## config.mk

```make
export PLATFORM = sky130hd
export DESIGN_NAME = score_argmax_pipe
export DESIGN_NICKNAME = d
export VERILOG_FILES = /design/src/rtl/eval_pkg.sv /design/src/rtl/score_argmax_pipe_node.sv /design/src/rtl/score_argmax_pipe.sv
export SDC_FILE = /design/constraint.sdc
export NUM_CORES = 2
export LEC_CHECK = 0
export ABC_AREA = 1
export ABC_CLOCK_PERIOD_IN_PS = 3150
export CAP_MARGIN = 20
export CORE_MARGIN = 2
export CORE_UTILIZATION = 55
export CTS_CLUSTER_DIAMETER = 200
export DETAILED_ROUTE_END_ITERATION = 8
export PLACE_DENSITY = 0.84
export RECOVER_POWER = 25
export SETUP_SLACK_MARGIN = 0.4
export SLEW_MARGIN = 5
export SYNTH_ARGS = -nofsm -noshare
export SYNTH_HDL_FRONTEND = slang
export SYNTH_HIERARCHICAL = 1
export SYNTH_SLANG_ARGS = --single-unit
export TNS_END_PERCENT = 1
```

## constraint.sdc

```tcl
create_clock -name clk -period 3.15 [get_ports clk]
set_input_delay 0.7875 -clock clk [delete_from_list [all_inputs] [get_ports clk]]
set_output_delay 0.7875 -clock clk [all_outputs]
set_load 0.05 [all_outputs]
```

## src/rtl/eval_pkg.sv

```systemverilog
// Shared definitions for the move-evaluation argmax path.
package eval_pkg;

  // Tie-rule selectors: TIE_LO lets the lower index win, TIE_HI the higher.
  localparam bit TIE_LO = 1'b1;
  localparam bit TIE_HI = 1'b0;

  // Default configuration: 64 squares, 6-bit scores.
  localparam int DEF_W  = 6;
  localparam int DEF_IW = 6;

  // Node record for the default configuration; modules with other widths
  // build the same {score, index, any} layout locally.
  typedef struct packed {
    logic [DEF_W-1:0]  score;
    logic [DEF_IW-1:0] index;
    logic              any;
  } node_t;

  // Ceiling log2, usable in constant expressions.
  function automatic int clog2(input int n);
    int r;
    r = 0;
    while ((1 << r) < n) r++;
    return r;
  endfunction

endpackage

```

## src/rtl/score_argmax_pipe_node.sv

```systemverilog
// One tree node: combinational winner pick between two children plus an
// enabled stage register. Left child always carries the lower indices.
module argmax_node import eval_pkg::*; #(
  parameter int W       = 6,
  parameter int IW      = 6,
  parameter bit TIE_LOW = TIE_LO
) (
  input  logic          clk,
  input  logic          rst,
  input  logic          en,
  input  logic [W-1:0]  l_score,
  input  logic [IW-1:0] l_index,
  input  logic          l_any,
  input  logic [W-1:0]  r_score,
  input  logic [IW-1:0] r_index,
  input  logic          r_any,
  output logic [W-1:0]  score,
  output logic [IW-1:0] index,
  output logic          any
);

  logic          take_r;
  logic [W-1:0]  nxt_score;
  logic [IW-1:0] nxt_index;
  logic          nxt_any;

  // Winner select; an empty pair collapses to {0,0,0}.
  always_comb begin
    take_r    = 1'b0;
    nxt_score = '0;
    nxt_index = '0;
    nxt_any   = 1'b0;
    if (l_any && r_any)
      take_r = (r_score > l_score) || ((r_score == l_score) && (TIE_LOW == TIE_HI));
    else
      take_r = r_any;
    if (l_any || r_any) begin
      nxt_any   = 1'b1;
      nxt_score = take_r ? r_score : l_score;
      nxt_index = take_r ? r_index : l_index;
    end
  end

  // Stage register, held while the pipeline is stalled.
  always_ff @(posedge clk or posedge rst) begin
    if (rst) begin
      score <= '0;
      index <= '0;
      any   <= 1'b0;
    end else if (en) begin
      score <= nxt_score;
      index <= nxt_index;
      any   <= nxt_any;
    end
  end

endmodule

```

## src/rtl/score_argmax_pipe.sv

```systemverilog
// Pipelined max-reduction tree over N masked candidate scores.
// The tree is stored heap-style: node k has children 2k (lower indices) and
// 2k+1; leaves sit at P..2P-1 and are driven straight from the inputs, so
// the L internal levels give exactly L register stages.
module score_argmax_pipe import eval_pkg::*; #(
  parameter  int N       = 64,
  parameter  int W       = 6,
  parameter  bit TIE_LOW = TIE_LO,
  localparam int IW      = clog2(N)
) (
  input  logic           clk,
  input  logic           rst,
  input  logic           in_valid,
  output logic           in_ready,
  input  logic [N*W-1:0] in_score,
  input  logic [N-1:0]   in_mask,
  output logic           out_valid,
  input  logic           out_ready,
  output logic [W-1:0]   out_score,
  output logic [IW-1:0]  out_index,
  output logic           out_any
);

  localparam int L = IW;
  localparam int P = 1 << L;

  logic [W-1:0]  t_score [1:2*P-1];
  logic [IW-1:0] t_index [1:2*P-1];
  logic          t_any   [1:2*P-1];

  logic          advance;
  logic          accept;
  logic [L:1]    vld_pipe;

  // Whole pipeline moves together unless a held result is not taken.
  assign advance  = !out_valid || out_ready;
  assign in_ready = advance;
  assign accept   = in_valid && in_ready;

  // Leaves; pad slots are permanently masked out so they never win.
  for (genvar i = 0; i < P; i++) begin : gen_leaf
    if (i < N) begin : g_real
      assign t_score[P+i] = in_score[i*W +: W];
      assign t_any[P+i]   = in_mask[i];
    end else begin : g_pad
      assign t_score[P+i] = '0;
      assign t_any[P+i]   = 1'b0;
    end
    assign t_index[P+i] = IW'(i);
  end

  for (genvar k = 1; k < P; k++) begin : gen_node
    argmax_node #(.W(W), .IW(IW), .TIE_LOW(TIE_LOW)) u_node (
      .clk     (clk),
      .rst     (rst),
      .en      (advance),
      .l_score (t_score[2*k]),
      .l_index (t_index[2*k]),
      .l_any   (t_any[2*k]),
      .r_score (t_score[2*k+1]),
      .r_index (t_index[2*k+1]),
      .r_any   (t_any[2*k+1]),
      .score   (t_score[k]),
      .index   (t_index[k]),
      .any     (t_any[k])
    );
  end

  // Valid shift register; bubbles travel with the data and are not collapsed.
  always_ff @(posedge clk or posedge rst) begin
    if (rst) begin
      vld_pipe <= '0;
    end else if (advance) begin
      vld_pipe[1] <= accept;
      for (int s = 2; s <= L; s++) vld_pipe[s] <= vld_pipe[s-1];
    end
  end

  assign out_valid = vld_pipe[L];
  assign out_score = t_score[1];
  assign out_index = t_index[1];
  assign out_any   = t_any[1];

endmodule

```

==> impl_results.md <==
- Routed wire length: 145 mm
- Root buffer cell: clkbuf_16
- Final net count: about 10,000
- Hold Crit Class: reg -> reg
- Post-Layout Inst Area: 66,200 um^2
- Post-DR vias/cell: about 5
- # diodes: 0
- Crit-path slowest cell: clkdlybuf4s50_1
- Core area: 103,000 um^2
- Clock buffer depth: 3
- Register area share after synthesis: 0.363
- Post-Syn Area per Cell: 6.67 um^2
- Final std cells w/o fill: 10,650
- GRT overflow: 0
- Synthesized cell area: about 57,000 um^2
- Period utilization: 0.866
- Critical path peak fanout: 2
- WP data arrival: 1940 ps
- Clock H-tree levels: 3
- Final Max Slew Viols: 39
- Fill count: just over 9,000
- Hold path start: gen_node[62].u_node/score[2]
- Port bufs: 466
- RSZ-0062 raised after global routing: yes
- Reg clk slew, reported paths: 60 ps
- Status: complete, but fails checks
- Endpoints failing hold: 0
- Reg-to-Reg Start: vld_pipe[6]
- Endpoints failing setup: 0
- Worst skew pair latency: about 670 ps
- Distinct cells, synth: 17
- I/O pins: 467
- 1st-iter DRT viols: 3,936
- Mean routed wirelength per cell: 13.6 um
- CTS tree: done
- Placed Area: 63,100 um^2
- Syn. warnings: 6
- Startpoint Class: flop
- Fin util: 0.642
- Rel. slew slack: -0.0342
- Row count: between 100 and 150
- Routed Antenna Nets: 0
- # clock sinks: approximately 830
- Largest net degree at the start of global routing: 39
- FMAX: about 0.37 GHz
- Placer Congestion: 0.941
- Crit. path cell count: 1
- Dpl cells: 10,482
- DIE AREA: 106,000 um^2
- Worst path max stage delay: 920 ps
- Via count: 53,180
- CP cell instances: clkdlybuf4s50_1
- Worst setup path start: gen_node[1].u_node/index[2]
- WP buf/inv: 1
- Initial antenna violation count: 0
- First-pass GRT wire length: 243 mm
- Tot GR Track Use: 0.271
- VDD IR max: between 0.5 and 0.6 mV
- Initial core utilization: 0.552
- Worst Hold Depth: 2
- FF-to-FF path depth: 7
- Power Dens Cells: 848 nW/um^2
- CTS Buf Count: 91
- Fin crit period: 2730 ps
- Worst Skew: 31.2 ps
- Leakage power: approximately 40 nW
- Layout cells sized above 1: 0.0482
- Vias in the first global route: 52,038
- Area grow syn2layout: 16.3%
- Worst Path Required: 2360 ps
- Failing checks: capacitance limit, slew limit
- Seq cells post-synth: 825
- Die Y: 326 um
- Max-capacitance violation count: 1
- Final setup TNS: 0 ps
- Slew @ Worst Pin: roughly 1600 ps
- First-pass iteration count of the detailed router: 6
- Critical path class: reg -> out
- DP HPWL: 111 mm
- Delay-heaviest family, CP: buffers and inverters
- Die width: between 300 and 400 um
- Critical Path End Type: output port
- FF-to-FF setup slack: 890 ps
- Post-synthesis instance total: around 8,500
- DRC: 0
- Worst Hold End: gen_node[62].u_node/score[2]
- Total power: 56.2 mW
- RR Endpoint: gen_node[54].u_node/index[3]
[power breakdown]
group	internal [mW]	total, mW	switching, mW
clock	6.42	10.9	4.44
combinational	9.07	26.9	17.8
sequential	15.1	18.4	3.36
total	30.6	56.2	25.6
[through the flow]
| stage | hold WS, ps | setup WS (ps) |
|---|---|---|
| floorplan | 435 | 812 |
| global placement | 451 | 168 |
| detailed placement | 455 | 167 |
| CTS | 480 | 241 |
| global route | 496 | 364 |
| finish | 476 | 422 |
[cell families (layout without fill, tap and decap cells)]
kind of cell / Yosys count / after routing / synth area share
buffers and inverters: 2334 / 2689 / 0.168
DFF: 825 / 825 / 0.363
other: 2 / 384 / 0.000132
adders and majority gates: 378 / 378 / 0.0831
and+or+nand+nor: 4868 / 4868 / 0.375
AOI/OAI and AO/OA: 126 / 126 / 0.0111
[routing by layer]
layer,GRT usage,vias to the layer above,routed length (um)
li1,-,26672,-
met1,0.350,24577,62900
met2,0.467,1544,69800
met3,0.0315,387,6690
met4,0.102,0,5500
met5,0,-,0
[what timing repair did]
action                                  CTS  global route
endpoints found under the hold margin     0             0
buffers inserted                          0             4
gates cloned                              0             0
endpoints found under the setup margin   10            11
hold buffers                              0             0
gates resized for setup                   1             1
[Yosys cell counts]
cell type,n,area (um^2)
clkbuf_1,63,236
conb_1,2,7.51
nand2_1,3035,11400
inv_1,2019,7580
nor2_2,63,394
nand2_2,63,394
o21ai_0,63,315
buf_6,63,709
buf_4,63,473
buf_1,63,236
buf_2,63,315
nand2_4,1,11.3
dfrtp_1,825,20600
a21oi_1,63,315
nand3_1,1580,7910
nand3_2,126,1260
ha_1,378,4730
[area by class of cell]
cell class / count / area [um^2] / area share
Clock inverter: 39 / 442 / 0.00667
Clock buffer: 125 / 2630 / 0.0397
Multi-Input combinational cell: 5756 / 28200 / 0.426
Inverter: 2019 / 7580 / 0.114
Timing Repair Buffer: 506 / 5010 / 0.0756
Sequential cell: 825 / 20600 / 0.312
Tap cell: 1380 / 1730 / 0.0261
[worst max path at each step]
stage                                   end  slack, ps
2_1_floorplan                      in_ready        810
3_3_place_gp   gen_node[54].u_node/index[0]        170
3_5_place_dp   gen_node[54].u_node/score[3]        170
4_1_cts                            in_ready        240
5_1_grt                        out_index[2]        360
6_report                       out_index[2]        420
[placed cells by master (no fill, tap or decap), types with 4 or more instances in the layout]
master	Yosys	layout
buf_12	0	4
nand3_2	126	126
clkinv_2	0	20
nor2_2	63	63
inv_6	0	4
bufinv_16	0	7
o21ai_0	63	63
clkdlybuf4s50_1	0	463
nand2_1	3035	3035
clkbuf_16	0	92
dfrtp_1	825	825
conb_1	2	384
nand2_2	63	63
clkbuf_8	0	20
nand3_1	1580	1580
clkbuf_1	63	13
ha_1	378	378
clkinvlp_4	0	5
inv_1	2019	2018
a21oi_1	63	63
buf_4	63	37
[flip-flops by register name, summed over array words and instances, names as in the netlist]
| signal | flops |
|---|---|
| gen_node.u_node/any | 63 |
| gen_node.u_node/score | 378 |
| vld_pipe | 6 |
| gen_node.u_node/index | 378 |
Note: power is estimated with default switching activity, not from simulation.
